<file path="config.mk">
export PLATFORM = sky130hd
export DESIGN_NAME = pipe_hazard_ctrl_flat
export DESIGN_NICKNAME = d
export VERILOG_FILES = /design/src/rtl/pipe_hazard_if.sv /design/src/rtl/pipe_hazard_ctrl.sv /design/src/flat_wrapper.sv
export SDC_FILE = /design/constraint.sdc
export NUM_CORES = 1
export LEC_CHECK = 0
export ABC_AREA = 1
export CORE_ASPECT_RATIO = 1.75
export CORE_UTILIZATION = 40
export DETAILED_ROUTE_END_ITERATION = 12
export PLACE_DENSITY = 0.77
export SLEW_MARGIN = 15
export SYNTH_ARGS = -nofsm -noshare
export SYNTH_HDL_FRONTEND = slang
export SYNTH_SLANG_ARGS = --single-unit
</file>
<file path="constraint.sdc">
create_clock -name i_clk -period 1.68 [get_ports i_clk]
set_clock_uncertainty 0.05 [all_clocks]
set_input_delay 0.336 -clock i_clk [delete_from_list [all_inputs] [get_ports i_clk]]
set_output_delay 0.336 -clock i_clk [all_outputs]
set_load 0.03 [all_outputs]
</file>
<file path="src/rtl/pipe_hazard_if.sv">
// Hazard-unit bus: per-stage register/hazard info toward the controller,
// stage enables, bubble requests and forwarding selects back to the datapath.
interface pipe_hazard_if;
  logic [4:0] dRs, dRt;
  logic       dUseRs, dUseRt;
  logic [4:0] eRs, eRt, eRd;
  logic       eWreg, eReg2reg;
  logic [4:0] mRd;
  logic       mWreg, mReg2reg, mMemReq, memRdy;
  logic [4:0] wRd;
  logic       wWreg;
  logic       branch;
  logic       pcEn, enIfid, enIdex, enExmem, enMemwb;
  logic       flushIfid, flushIdex, flushExmem, flushMemwb;
  logic [1:0] fwdA, fwdB;

  modport master (
    output dRs, dRt, dUseRs, dUseRt, eRs, eRt, eRd, eWreg, eReg2reg,
           mRd, mWreg, mReg2reg, mMemReq, memRdy, wRd, wWreg, branch,
    input  pcEn, enIfid, enIdex, enExmem, enMemwb,
           flushIfid, flushIdex, flushExmem, flushMemwb, fwdA, fwdB
  );

  modport slave (
    input  dRs, dRt, dUseRs, dUseRt, eRs, eRt, eRd, eWreg, eReg2reg,
           mRd, mWreg, mReg2reg, mMemReq, memRdy, wRd, wWreg, branch,
    output pcEn, enIfid, enIdex, enExmem, enMemwb,
           flushIfid, flushIdex, flushExmem, flushMemwb, fwdA, fwdB
  );
endinterface

</file>
<file path="src/rtl/pipe_hazard_ctrl.sv">
// Hazard and stall controller for a 5-stage pipeline: load-use stalls, branch
// flushes, EX-stage forwarding and data-memory wait with a sticky timeout error.
module pipe_hazard_ctrl #(
  parameter int CNT_W       = 16,
  parameter int MEM_TIMEOUT = 255
) (
  input  logic             i_clk,
  input  logic             i_rst,
  pipe_hazard_if.slave     bus,
  output logic             o_memErr,
  output logic [1:0]       o_state,
  output logic [CNT_W-1:0] o_stallCnt
);

  localparam logic [1:0] ST_RUN     = 2'b00;
  localparam logic [1:0] ST_LDSTALL = 2'b01;
  localparam logic [1:0] ST_MEMWAIT = 2'b10;
  localparam logic [1:0] ST_ERR     = 2'b11;
  localparam logic [7:0] WAIT_LAST  = 8'(MEM_TIMEOUT - 1);

  logic [1:0]       r_state;
  logic [7:0]       r_waitCnt;
  logic             r_memErr;
  logic [CNT_W-1:0] r_stallCnt;

  logic [1:0] w_nextState;
  logic [1:0] w_fwdA, w_fwdB;
  logic       w_memWait, w_loadUse, w_timeout;

  // EX/MEM result beats MEM/WB; a load in MEM has no value to forward yet.
  function automatic logic [1:0] fwdSel(input logic [4:0] src, input logic mW,
                                        input logic mLd, input logic [4:0] mR,
                                        input logic wW, input logic [4:0] wR);
    if (mW && !mLd && mR != 5'd0 && mR == src) return 2'b10;
    if (wW && wR != 5'd0 && wR == src)          return 2'b01;
    return 2'b00;
  endfunction

  assign w_fwdA    = fwdSel(bus.eRs, bus.mWreg, bus.mReg2reg, bus.mRd, bus.wWreg, bus.wRd);
  assign w_fwdB    = fwdSel(bus.eRt, bus.mWreg, bus.mReg2reg, bus.mRd, bus.wWreg, bus.wRd);
  assign w_memWait = bus.mMemReq && !bus.memRdy;
  assign w_timeout = (r_waitCnt == WAIT_LAST);
  assign w_loadUse = bus.eWreg && bus.eReg2reg && bus.eRd != 5'd0 &&
                     ((bus.dUseRs && bus.dRs == bus.eRd) ||
                      (bus.dUseRt && bus.dRt == bus.eRd));

  always_comb begin
    w_nextState    = r_state;
    bus.pcEn       = 1'b1;
    bus.enIfid     = 1'b1;
    bus.enIdex     = 1'b1;
    bus.enExmem    = 1'b1;
    bus.enMemwb    = 1'b1;
    bus.flushIfid  = 1'b0;
    bus.flushIdex  = 1'b0;
    bus.flushExmem = 1'b0;
    bus.flushMemwb = 1'b0;
    bus.fwdA       = w_fwdA;
    bus.fwdB       = w_fwdB;
    if (i_rst) begin
      {bus.pcEn, bus.enIfid, bus.enIdex, bus.enExmem, bus.enMemwb} = 5'b00000;
      {bus.flushIfid, bus.flushIdex, bus.flushExmem, bus.flushMemwb} = 4'b1111;
      bus.fwdA    = 2'b00;
      bus.fwdB    = 2'b00;
      w_nextState = ST_RUN;
    end else if (r_state == ST_ERR) begin
      {bus.pcEn, bus.enIfid, bus.enIdex, bus.enExmem, bus.enMemwb} = 5'b00000;
      bus.fwdA = 2'b00;
      bus.fwdB = 2'b00;
    end else if (w_memWait) begin
      // Freeze everything upstream of MEM; WB keeps draining with bubbles.
      {bus.pcEn, bus.enIfid, bus.enIdex, bus.enExmem} = 4'b0000;
      bus.flushMemwb = 1'b1;
      w_nextState    = w_timeout ? ST_ERR : ST_MEMWAIT;
    end else if (bus.branch) begin
      bus.flushIfid = 1'b1;
      bus.flushIdex = 1'b1;
      w_nextState   = ST_RUN;
    end else if (w_loadUse) begin
      bus.pcEn      = 1'b0;
      bus.enIfid    = 1'b0;
      bus.flushIdex = 1'b1;
      w_nextState   = ST_LDSTALL;
    end else begin
      w_nextState = ST_RUN;
    end
  end

  always_ff @(posedge i_clk) begin
    if (i_rst) begin
      r_state    <= ST_RUN;
      r_waitCnt  <= 8'd0;
      r_memErr   <= 1'b0;
      r_stallCnt <= '0;
    end else begin
      r_state <= w_nextState;
      if (r_state != ST_ERR) begin
        r_waitCnt <= w_memWait ? r_waitCnt + 8'd1 : 8'd0;
        if (w_memWait && w_timeout)
          r_memErr <= 1'b1;
        if (!bus.pcEn && r_stallCnt != {CNT_W{1'b1}})
          r_stallCnt <= r_stallCnt + 1'b1;
      end
    end
  end

  assign o_memErr   = r_memErr;
  assign o_state    = r_state;
  assign o_stallCnt = r_stallCnt;

endmodule
</file>
<file path="src/flat_wrapper.sv">
// flat-port wrapper written by rule: the top's interface ports become plain ports
module pipe_hazard_ctrl_flat 
#(
  parameter int CNT_W       = 16,
  parameter int MEM_TIMEOUT = 255
)
  (i_clk, i_rst, o_memErr, o_state, o_stallCnt, bus_dRs, bus_dRt, bus_dUseRs, bus_dUseRt, bus_eRs, bus_eRt, bus_eRd, bus_eWreg, bus_eReg2reg, bus_mRd, bus_mWreg, bus_mReg2reg, bus_mMemReq, bus_memRdy, bus_wRd, bus_wWreg, bus_branch, bus_pcEn, bus_enIfid, bus_enIdex, bus_enExmem, bus_enMemwb, bus_flushIfid, bus_flushIdex, bus_flushExmem, bus_flushMemwb, bus_fwdA, bus_fwdB);
  pipe_hazard_if bus_i ();
  input  logic i_clk;
  input  logic i_rst;
  output logic o_memErr;
  output logic [1:0] o_state;
  output logic [CNT_W-1:0] o_stallCnt;
  input wire logic [$bits(bus_i.dRs)-1:0] bus_dRs;
  input wire logic [$bits(bus_i.dRt)-1:0] bus_dRt;
  input wire logic [$bits(bus_i.dUseRs)-1:0] bus_dUseRs;
  input wire logic [$bits(bus_i.dUseRt)-1:0] bus_dUseRt;
  input wire logic [$bits(bus_i.eRs)-1:0] bus_eRs;
  input wire logic [$bits(bus_i.eRt)-1:0] bus_eRt;
  input wire logic [$bits(bus_i.eRd)-1:0] bus_eRd;
  input wire logic [$bits(bus_i.eWreg)-1:0] bus_eWreg;
  input wire logic [$bits(bus_i.eReg2reg)-1:0] bus_eReg2reg;
  input wire logic [$bits(bus_i.mRd)-1:0] bus_mRd;
  input wire logic [$bits(bus_i.mWreg)-1:0] bus_mWreg;
  input wire logic [$bits(bus_i.mReg2reg)-1:0] bus_mReg2reg;
  input wire logic [$bits(bus_i.mMemReq)-1:0] bus_mMemReq;
  input wire logic [$bits(bus_i.memRdy)-1:0] bus_memRdy;
  input wire logic [$bits(bus_i.wRd)-1:0] bus_wRd;
  input wire logic [$bits(bus_i.wWreg)-1:0] bus_wWreg;
  input wire logic [$bits(bus_i.branch)-1:0] bus_branch;
  output wire logic [$bits(bus_i.pcEn)-1:0] bus_pcEn;
  output wire logic [$bits(bus_i.enIfid)-1:0] bus_enIfid;
  output wire logic [$bits(bus_i.enIdex)-1:0] bus_enIdex;
  output wire logic [$bits(bus_i.enExmem)-1:0] bus_enExmem;
  output wire logic [$bits(bus_i.enMemwb)-1:0] bus_enMemwb;
  output wire logic [$bits(bus_i.flushIfid)-1:0] bus_flushIfid;
  output wire logic [$bits(bus_i.flushIdex)-1:0] bus_flushIdex;
  output wire logic [$bits(bus_i.flushExmem)-1:0] bus_flushExmem;
  output wire logic [$bits(bus_i.flushMemwb)-1:0] bus_flushMemwb;
  output wire logic [$bits(bus_i.fwdA)-1:0] bus_fwdA;
  output wire logic [$bits(bus_i.fwdB)-1:0] bus_fwdB;
  assign bus_i.dRs = bus_dRs;
  assign bus_i.dRt = bus_dRt;
  assign bus_i.dUseRs = bus_dUseRs;
  assign bus_i.dUseRt = bus_dUseRt;
  assign bus_i.eRs = bus_eRs;
  assign bus_i.eRt = bus_eRt;
  assign bus_i.eRd = bus_eRd;
  assign bus_i.eWreg = bus_eWreg;
  assign bus_i.eReg2reg = bus_eReg2reg;
  assign bus_i.mRd = bus_mRd;
  assign bus_i.mWreg = bus_mWreg;
  assign bus_i.mReg2reg = bus_mReg2reg;
  assign bus_i.mMemReq = bus_mMemReq;
  assign bus_i.memRdy = bus_memRdy;
  assign bus_i.wRd = bus_wRd;
  assign bus_i.wWreg = bus_wWreg;
  assign bus_i.branch = bus_branch;
  assign bus_pcEn = bus_i.pcEn;
  assign bus_enIfid = bus_i.enIfid;
  assign bus_enIdex = bus_i.enIdex;
  assign bus_enExmem = bus_i.enExmem;
  assign bus_enMemwb = bus_i.enMemwb;
  assign bus_flushIfid = bus_i.flushIfid;
  assign bus_flushIdex = bus_i.flushIdex;
  assign bus_flushExmem = bus_i.flushExmem;
  assign bus_flushMemwb = bus_i.flushMemwb;
  assign bus_fwdA = bus_i.fwdA;
  assign bus_fwdB = bus_i.fwdB;
  pipe_hazard_ctrl #(.CNT_W(CNT_W), .MEM_TIMEOUT(MEM_TIMEOUT)) u_core (.i_clk(i_clk), .i_rst(i_rst), .bus(bus_i), .o_memErr(o_memErr), .o_state(o_state), .o_stallCnt(o_stallCnt));
endmodule
</file>
Yosys cells after proc, flatten, opt, wreduce, memory -nomap -nowiden
Cells that the tools add are included.
{"block": "classes", "addsub": 2, "n_eq_ne": 10, "n_mux": 46, "reduce_logical": 24}
{"operator": "two-way mux 1 bit", "count": 31}
{"operator": "equality test 5 bit", "count": 6}
{"operator": "two-way mux 2 bit", "count": 14}
{"operator": "adder 16 x 1 -> 16 bit, second input constant", "count": 1}
{"operator": "inequality test 16 bit, second input constant", "count": 1}
{"operator": "logical AND 1 bit", "count": 15}
{"operator": "nonzero test 5 bit", "count": 3}
{"operator": "adder 8 x 1 -> 8 bit, second input constant", "count": 1}
{"operator": "equality test 8 bit, second input constant", "count": 1}
{"operator": "two-way mux 8 bit", "count": 1}
{"operator": "AND reduction 2 bit", "count": 2}
{"operator": "logical NOT 1 bit", "count": 3}
{"operator": "equality test 2 bit, second input constant", "count": 1}
{"operator": "inequality test 2 bit, second input constant", "count": 1}
{"operator": "logical OR 1 bit", "count": 1}
{"block": "totals", "reg_bits": 27, "out_inout_bits": 32, "elab_cells": 86}

Longest topological paths before layout
Gate-level depths: netlist (run 1).
{"block": "logic_depth", "word_depth": 12, "ltp_mapped": 12, "ltp_nobuf": 11}

Worst setup path before layout (run 1)
Ideal clock, no wire load.
{"block": "synth_path", "kind": "flip-flop to output port", "start": "register u_core.r_state[0] (netlist: u_core.o_state[0])", "end": "output bus_pcEn", "arrival_time_ns": 1.921, "required_ns": 1.294, "setup_slack_ns": -0.627, "stages_incl_launch_ff": 10, "n_path_buf": 2, "cell_sequence": "dfxtp_1 -> nand2_2 -> inv_2 -> nor2_4 -> inv_1 -> nor2_4 -> nand2_4 -> buf_8 -> inv_1 -> buf_4"}
{"block": "synth_between", "elab_chain_len": 3}
{"item": "start: declaration", "line": "pipe_hazard_ctrl.sv:21", "text": "logic [1:0] r_state;"}
{"item": "start signal: assignment", "line": "pipe_hazard_ctrl.sv:96", "text": "r_state <= w_nextState;"}
{"item": "equality test 2 bit", "line": "pipe_hazard_ctrl.sv:66", "text": "end else if (r_state == ST_ERR) begin"}
{"item": "two-way mux 1 bit (2 in series)"}
{"item": "end: declaration", "line": "flat_wrapper.sv:31", "text": "output wire logic [$bits(bus_i.pcEn)-1:0] bus_pcEn;"}
No other way between the ends.

Final worst setup path (run 1)
{"block": "layout_path", "start": "input bus_mRd[2]", "end": "output bus_fwdA[1]"}
{"block": "layout_between", "elab_chain_len": 7, "elab_cells_between_ends": 8}
{"item": "start: declaration", "line": "flat_wrapper.sv:23", "text": "input wire logic [$bits(bus_i.mRd)-1:0] bus_mRd;"}
{"item": "nonzero test 5 bit", "line": "pipe_hazard_ctrl.sv:34", "text": "if (mW && !mLd && mR != 5'd0 && mR == src) return 2'b10;"}
{"item": "logical AND 1 bit", "line": "pipe_hazard_ctrl.sv:34"}
{"item": "logical AND 1 bit (*)", "line": "pipe_hazard_ctrl.sv:34"}
{"item": "two-way mux 1 bit (*)", "line": "pipe_hazard_ctrl.sv:34"}
{"item": "two-way mux 2 bit (*)", "line": "pipe_hazard_ctrl.sv:35", "text": "if (wW && wR != 5'd0 && wR == src) return 2'b01;"}
{"item": "two-way mux 2 bit (*)", "line": "pipe_hazard_ctrl.sv:66"}
{"item": "two-way mux 2 bit (*)", "line": "pipe_hazard_ctrl.sv:60", "text": "if (i_rst) begin"}
{"item": "end: declaration", "line": "flat_wrapper.sv:40", "text": "output wire logic [$bits(bus_i.fwdA)-1:0] bus_fwdA;"}
Every way passes the cells marked *; elsewhere a longest branch is shown, timed or not.

==> qor.csv, run 1 <==
metric,value,unit
wl,6970,um
postSynthAreaPerCell,6.56,um2
path_clk_slew,100,ps
synth_top_flop_cell,dfxtp_1,
grt_pass1_wl,10200,um
violations,setup timing,
hold_path_depth,2,
cts.sink_count,27,
ctsHoldBuffers,0,
reg2reg_depth,9,
cts_buffer_depth,2,
cts_max_level,1,
whs,406,ps
rows,34,
power_leakage,1.64,nW
syn_to_final_growth,70.7,%
fmax,0.546,GHz
synthTopCellsByCount,"71 x nand2_1, 36 x inv_1, 30 x nor2_1",
crit_type,primary input to output port,
irDropWorstVdd,0.000449,V
synth_edf_count,0,
required,1290,ps
overflow,0,
gr-usage-all-layers,0.233,
dp_cells,477,
first_pass_iters,6,
drt_iter0_drc,145,
slew_viol_final,0,
core,4930,um2
die_area,5420,um2
grt_max_degree,19,
pin_count,79,
numCtsBuffers,3,
drv_cap,0,
root_buffer,clkbuf_8,
hp-start,u_core.o_memErr$_SDFFE_PP0P_,
synthTopCellsByArea,"dfxtp_1 26%, nand2_1 13%, xor2_1 9.8%, inv_1 6.6%, a21oi_1 6.1%",
syn_area,2050,um2
finish.instance_area,3490,um2
drc,0,
startpoint_type,primary input,
p_total,1.58,mW
place.gp.congestion,0.881,
yosysWarningCount,0,
viasPerCell,5.17,
startpoint,bus_mRd[2],
endpoint_kind,output port,
final_layout_size_suffix_gt1_frac,0.400,
r2r_start,u_core.o_stallCnt[1]$_SDFFE_PP0P_,
synthArstFlopShare,0,
p_per_area,452,nW/um2
ys_ff_latch,27,
tightest_slew,380,ps
status,"finished, violations left",
setup_viol,10,
post_dp_cell_area,3140,um2
setup_slack,-153,ps
pre_cts_ws,-646,ps
route.detailed.wl_per_inst,14.1,um
yosysUniqueCellTypes,30,
hold_class,register to register,
io_buffers,78,
antenna_found_initial,0,
vias,2555,
synth_top_area_share,0.264,
finalNonFillerCells,494,
finalHoldViolations,0,
initial_core_util,0.415,
max_slew_margin,0.745,
crit_path_max_fanout,2,
cts_tree,yes,
rsz0062_at_grt,yes,
synth_top_area_cell,dfxtp_1,
insertion_delay,280,ps
synthesis.instances,312,
synth_nets,362,
crit_arrival,1450,ps
grt_pass1_vias,2409,
synth.most_common_cell,nand2_1,
fillCellCount,392,
finalCriticalPeriod,1830,ps
fin_crit_sh,1.09,
ant_nets,0,
ys_seq_area_frac,0.264,
diodes,0,
die_w,56.1,um
hpwl,4910,um
fp.dieH,96.6,um
final_nets,491,
[kinds of logic (layout without fill, tap and decap cells)]
kind of cell,count (synthesis),after routing,share of synthesized area
flops,27,27,0.264
buf+inv,49,176,0.108
xor+xnor,33,33,0.141
simple gates,165,166,0.379
fa+ha+maj,3,3,0.0184
compound gates,35,35,0.0887
[cells in the final DEF (no fill, tap or decap), types with 3 or more instances in the layout]
master	count
buf_6	30
nor2_4	5
clkbuf_2	4
inv_1	26
dlygate4sd2_1	27
nand3_1	19
clkbuf_8	3
xnor2_1	8
a21oi_2	6
xor2_4	3
nor3_1	5
nor2_1	25
dfxtp_1	20
nand4_1	10
xor2_1	20
nand2_2	6
dfxtp_2	5
nand2_1	66
nor3_2	3
inv_2	12
nand2_4	3
buf_4	49
buf_2	14
a21oi_1	19
nor2_2	6
clkdlybuf4s15_1	3
nand3_2	8
o21ai_0	6
[area by class of cell]
cell class                      instances  area (um2)  area share
Clock buffer                            3        41.3      0.0118
Clock inverter                          1        5.00     0.00143
Inverter                               41         165      0.0473
Multi-Input combinational cell        237        1540       0.441
Sequential cell                        27         554       0.159
Tap cell                               54        67.6      0.0193
Timing Repair Buffer                  131        1120       0.320
[metrics by stage]
stage	utilization	TNS, ps
6_report	0.708	-840
5_1_grt	0.708	-1630
4_1_cts	0.660	-717
3_5_place_dp	0.637	-12460
3_3_place_gp	0.637	-11730
2_1_floorplan	-	-1890
[power breakdown]
part           total, mW  leakage (nW)  switching, mW  internal (mW)
Sequential         0.656         0.222        0.00849          0.647
Clock              0.387        0.0255          0.220          0.167
Combinational      0.536          1.40          0.274          0.262
[state kept, by name, indices dropped and copies added (netlist names)]
register / count
u_core.o_memErr: 1
u_core.o_state: 2
u_core.r_waitCnt: 8
u_core.o_stallCnt: 16
[worst max-delay path, cell delays in order]
cell and delay, ps:
buf_6 100, xor2_1 150, or2_4 260, nor4_4 240, inv_1 80, nor2_1 110
buf_4 160
[worst paths after layout]
check	end	slack, ps
max	bus_fwdA[1]	-150
min	u_core.o_memErr$_SDFFE_PP0P_	410
max reg2reg	u_core.o_stallCnt[12]$_SDFFE_PP0P_	60
min reg2reg	u_core.o_memErr$_SDFFE_PP0P_	410
[per-layer routing]
| layer | track usage | up-vias | part of all wire |
|---|---|---|---|
| li1 | - | 1250 | - |
| met1 | 0.228 | 1197 | 0.35 |
| met2 | 0.474 | 86 | 0.59 |
| met3 | 0.0227 | 22 | 0.034 |
| met4 | 0.0863 | 0 | 0.033 |
| met5 | 0 | - | 0 |
[what timing repair did]
item / 4_1_cts / 5_1_grt
resized for setup: 187 / 71
buffers inserted: 9 / 3
cloned: 0 / 1
pin swaps: 45 / 41
endpoints found under the setup margin: 46 / 28
No activity file was read; power rests on OpenSTA's default activity.
==> run 2, diff against run 1 <==
Settings changed: GPL_TIMING_DRIVEN set to 0.
==> run 2 against run 1 <==
  * The run still ends with setup timing left
  * Setup slack worse by 70 ps
  * Largest power group unchanged
  * Via count is 4.9% lower
  * Final cell count is 3.4% lower
==> qor.csv, run 2 (synthesized netlist as in run 1, its figures left out) <==
metric,value,unit,change
status,"finished, violations left",,
violations,setup timing,,
startpoint,u_core.o_state[0]$_SDFFE_PP0N_,,
power_leakage,1.53,nW,-7.0%
core,4930,um2,unchanged
slew_viol_final,0,,unchanged
final_cell_mix,"66 x nand2_1, 29 x buf_4, 28 x buf_6, 26 x nor2_1, 26 x dlygate4sd2_1",,
diodes,0,,unchanged
fp.dieH,96.6,um,unchanged
rows,34,,unchanged
insertion_delay,280,ps,about the same
largest_register_ffs,16,,unchanged
endpoint_kind,output port,,
io_buffers,78,,unchanged
root_buffer,clkbuf_8,,
hold_class,primary input to register,,
setup_slack,-222,ps,-69.7 ps
fin_util,0.684,,-0.0241
cts_max_level,1,,unchanged
grt_pass1_vias,2362,,-2.0%
rsz0062_at_grt,yes,,
path_clk_slew,100,ps,about the same
drc,0,,unchanged
max_slew_margin,0.620,,-0.125
numCtsBuffers,3,,unchanged
fmax,0.526,GHz,-3.7%
drv_cap,0,,unchanged
setup_viol,10,,unchanged
tightest_slew,570,ps,+190 ps
hpwl,4560,um,-7.1%
pre_cts_ws,-1310,ps,-665 ps
pin_count,79,,unchanged
seqPwrFrac,0.424,,+0.009
finalCriticalPeriod,1900,ps,+69.7 ps
syn_to_final_growth,64.9,%,
first_pass_iters,4,,-2
gr-usage-all-layers,0.234,,+0.000735
die_area,5420,um2,unchanged
wl,6680,um,-4.2%
r2r_start,u_core.o_stallCnt[10]$_SDFFE_PP0P_,,
irDropWorstVdd,0.000489,V,+8.8%
drt_iter0_drc,83,,-43%
mostFrequentLayoutCell,nand2_1,,
finalHoldViolations,0,,unchanged
startpoint_type,register,,
cts_buffer_depth,2,,unchanged
hp-start,i_rst,,
crit_path_max_fanout,2,,unchanged
cts.sink_count,27,,unchanged
p_comb_frac,0.322,,-0.018
die_w,56.1,um,unchanged
final_nets,474,,-3.5%
fin_crit_sh,1.13,,+0.0415
final_layout_size_suffix_gt1_frac,0.371,,-0.0288
switching_share,0.315,,-0.00353
power_frac_clock,0.254,,+0.009
vias,2429,,-4.9%
p_sw,488,uW,-2.8%
grt_pass1_wl,10100,um,-1.7%
antenna_found_initial,0,,unchanged
fillCellCount,395,,+0.77%
required,1290,ps,about the same
cts_tree,yes,,
initial_core_util,0.415,,unchanged
grt_max_degree,17,,-2
p_int,1.06,mW,-1.2%
ctsHoldBuffers,0,,unchanged
route.detailed.wl_per_inst,14.0,um,-0.76%
overflow,0,,unchanged
crit_arrival,1520,ps,+70 ps
ant_nets,0,,unchanged
viasPerCell,5.09,,-1.5%
p_per_area,460,nW/um2,+1.8%
place.gp.congestion,0.861,,-2.3%
crit_type,register to output port,,
[run 2: cell types whose count changed in the layout (fill, tap and decap cells not counted), moves of 4 or more]
cell / previous run / this run
a21oi_2: 6 / 2
buf_2: 14 / 7
buf_4: 49 / 29
buf_8: 2 / 8
clkbuf_2: 4 / 9
nand3_2: 8 / 4
[run 2: final cells by class]
| type | count | area, um2 | share of cell area |
|---|---|---|---|
| Multi-Input combinational cell | 236 | 1490 | 0.440 |
| Timing Repair Buffer | 107 | 955 | 0.283 |
| Sequential cell | 27 | 563 | 0.167 |
| Inverter | 41 | 170 | 0.0504 |
| Buffer | 8 | 85.1 | 0.0252 |
| Tap cell | 54 | 67.6 | 0.0200 |
| Clock buffer | 3 | 41.3 | 0.0122 |
| Clock inverter | 1 | 6.26 | 0.00185 |
[run 2: worst paths after layout]
kind	depth (start not counted)	slack, ps	end
min	2	370	u_core.o_state[1]$_SDFFE_PP0N_
max	10	-220	bus_pcEn
min reg2reg	2	410	u_core.o_memErr$_SDFFE_PP0P_
max reg2reg	9	50	u_core.o_stallCnt[3]$_SDFFE_PP0P_
[run 2: metal layers]
layer	vias up	global-route usage	part of all wire
met4	0	0.159	0.053
met1	1089	0.219	0.33
met3	29	0.0294	0.039
met2	93	0.447	0.57
li1	1218	-	-
met5	-	0	0
[run 2: worst max-delay path, cell delays in order, from the launching register on]
cell	delay (ps)
dfxtp_4	370
nand2_4	90
inv_6	40
nor2_4	100
inv_2	70
nor2_4	120
nand2_4	70
buf_8	120
clkinvlp_4	60
buf_6	80
buf_6	110
[run 2: what timing repair did]
item / in CTS / in global routing
pin swaps: 48 / 25
setup endpoints to repair: 57 / 27
gates cloned: 0 / 1
resized for setup: 279 / 62
buffers inserted: 18 / 11
[run 2: power by group through the flow]
| stage | Combinational, mW | Sequential [mW] | Clock, mW |
|---|---|---|---|
| floorplan | 0.195 | 0.684 | 0 |
| global placement | 0.408 | 0.671 | 0 |
| detailed placement | 0.416 | 0.672 | 0 |
| CTS | 0.463 | 0.659 | 0.401 |
| global route | 0.538 | 0.659 | 0.435 |
| finish | 0.500 | 0.658 | 0.395 |
[run 2: metrics by stage]
step	power, mW	hold slack [ps]	setup TNS [ps]	std cells	cell area, um2
2_1_floorplan	0.878	393	-1890	312	2090
3_3_place_gp	1.08	390	-21850	444	2940
4_1_cts	1.52	371	-1300	466	3230
5_1_grt	1.63	371	-2220	477	3370
6_report	1.55	373	-1260	477	3370
3_5_place_dp	1.09	403	-23220	444	2940
==> run 3, diff against run 2 <==
Settings changed: SKIP_LAST_GASP set to 1.
==> run 3 against run 2 <==
  * The run still ends with setup timing left
  * Core utilization fell by 0.63 points
  * Setup slack better by 0.52 ps
  * Cell area fell by 0.93%
  * Critical endpoint unchanged
  * Routed wire length down 1.2%
  * Die area unchanged
  * Via count fell by 0.78%
  * Largest cell class unchanged
  * Global-route usage unchanged
  * Sequential cell count unchanged
  * Non-clock buffer count unchanged
  * First-iteration DRC count is 23% higher
==> qor.csv, run 3 (synthesized netlist as in run 1, its figures left out) <==
metric,value,unit,change
rows,34,,unchanged
min_to,u_core.o_state[1]$_SDFFE_PP0N_,,
post_dp_cell_area,2940,um2,unchanged
grt_pass1_wl,10100,um,unchanged
finalHoldViolations,0,,unchanged
core,4930,um2,unchanged
final_layout_size_suffix_gt1_frac,0.364,,-0.00709
diodes,0,,unchanged
irDropWorstVdd,0.000431,V,-12%
max_slew_margin,0.627,,+0.00722
cp_num_buf_inv,6,,unchanged
cts_buffer_depth,2,,unchanged
crit_type,register to output port,,
violations,setup timing,,
overflow,0,,unchanged
route.detailed.wl_per_inst,13.8,um,-1.2%
syn_to_final_growth,63.4,%,
cts_max_level,1,,unchanged
fillCellCount,413,,+4.6%
drt_iter0_drc,102,,+23%
largest_register_ffs,16,,unchanged
viasPerCell,5.05,,-0.78%
hp-start,i_rst,,
cp_top_family,buffers and inverters,,
regToRegSetupSlack,50,ps,about the same
dp_cells,444,,unchanged
setup_slack,-222,ps,+0.523 ps
reg2reg_to,u_core.o_stallCnt[3]$_SDFFE_PP0P_,,
fp.dieH,96.6,um,unchanged
final_cell_mix,"67 x nand2_1, 31 x buf_4, 26 x nor2_1, 26 x dlygate4sd2_1",,
initial_core_util,0.415,,unchanged
setup_viol,10,,unchanged
finish.instance_area,3340,um2,-0.93%
path_cells,"nand2_4, inv_6, nor2_4, inv_2, nor2_4, nand2_4, buf_8, clkinvlp_4, buf_6, buf_6",,
finalCriticalPeriod,1900,ps,-0.523 ps
crit_path_max_fanout,2,,unchanged
wl,6590,um,-1.2%
first_pass_iters,4,,unchanged
ctsHoldBuffers,0,,unchanged
drc,0,,unchanged
multi_input_area,1470,um2,-1.3%
rsz0062_at_grt,yes,,
ant_nets,0,,unchanged
use_met3,0.0294,,unchanged
slowest_delay,370,ps,about the same
vias,2410,,-0.78%
die_area,5420,um2,unchanged
use_met2,0.447,,unchanged
pin_count,79,,unchanged
gr-usage-all-layers,0.234,,unchanged
p_total,1.54,mW,-0.51%
drv_cap,0,,unchanged
cts.sink_count,27,,unchanged
fin_crit_sh,1.13,,about the same
die_w,56.1,um,unchanged
r2r_start,u_core.o_stallCnt[1]$_SDFFE_PP0P_,,
antenna_found_initial,0,,unchanged
grt_max_degree,17,,unchanged
p_per_area,462,nW/um2,+0.42%
startpoint_type,register,,
required,1290,ps,about the same
grt_pass1_vias,2362,,unchanged
root_buffer,clkbuf_8,,
cts_tree,yes,,
grt_busiest_layer,met2,,
crit_arrival,1520,ps,about the same
fmax,0.526,GHz,about the same
tightest_slew,559,ps,-10.8 ps
numCtsBuffers,3,,unchanged
hold_class,primary input to register,,
grtUsageMet1,0.219,,unchanged
mostFrequentLayoutCell,nand2_1,,
io_buffers,78,,unchanged
slowest_stage,dfxtp_4,,
slew_viol_final,0,,unchanged
reg2reg_depth,10,,+1
path_clk_slew,100,ps,about the same
regArea,563,um2,unchanged
insertion_delay,280,ps,about the same
status,"finished, violations left",,
final_nets,474,,unchanged
finalNonFillerCells,477,,unchanged
endpoint_kind,output port,,
power_leakage,1.52,nW,-0.32%
hold_path_depth,2,,unchanged
place.gp.congestion,0.861,,unchanged
hpwl,4560,um,unchanged
setup-tns-final,-1350,ps,-91.9 ps
run 3: metrics by stage:
| stage | hold slack [ps] | util | setup slack (ps) |
|---|---|---|---|
| floorplan | 393 | - | -403 |
| global placement | 390 | 0.596 | -1290 |
| detailed placement | 403 | 0.596 | -1310 |
| CTS | 371 | 0.654 | -213 |
| global route | 372 | 0.677 | -294 |
| finish | 374 | 0.677 | -222 |
run 3: worst max-delay path by stage:
stage | end | cells after the start | from | slack [ps]
global route | bus_pcEn | 8 | bus_branch | -290
global placement | bus_fwdA[1] | 7 | bus_eRs[3] | -1290
CTS | bus_pcEn | 10 | u_core.o_state[0]$_SDFFE_PP0N_ | -210
floorplan | bus_pcEn | 9 | u_core.o_state[1]$_SDFFE_PP0N_ | -400
finish | bus_pcEn | 10 | u_core.o_state[0]$_SDFFE_PP0N_ | -220
detailed placement | bus_fwdA[1] | 7 | bus_eRs[3] | -1310
run 3: power breakdown:
group / total [mW] / switching (mW) / internal (mW)
clock network: 0.393 / 0.222 / 0.170
registers: 0.657 / 0.0108 / 0.647
logic: 0.494 / 0.250 / 0.244
total: 1.54 / 0.483 / 1.06
run 3: final cells by class:
class | count | area share
multi-input cells | 236 | 0.438
repair buffers | 107 | 0.283
flip-flops and latches | 27 | 0.168
inverters | 41 | 0.0502
plain buffers | 8 | 0.0255
well taps | 54 | 0.0202
clock buffers | 3 | 0.0124
clock inverters | 1 | 0.00187
run 3: what timing repair did:
| item | 4_1_cts | 5_1_grt |
|---|---|---|
| cloned | 0 | 1 |
| setup buffers | 18 | 11 |
| resized for setup | 279 | 51 |
| pin swaps | 48 | 25 |
| setup endpoints to repair | 57 | 27 |
run 3: layer usage:
layer | part of all wire | vias up
met2 | 0.59 | 88
met3 | 0.038 | 21
met4 | 0.044 | 0
met5 | 0 | -
met1 | 0.33 | 1082
li1 | - | 1219
run 3: worst reg2reg max path: stages, from the launching register on:
cell and delay (ps):
dfxtp_4 370, ha_4 170, nand3_2 110, inv_2 50, nand3_1 70, nor2_2 50
nor2_4 240, nand2_4 100, buf_8 150, nand2_1 70, a21oi_1 70
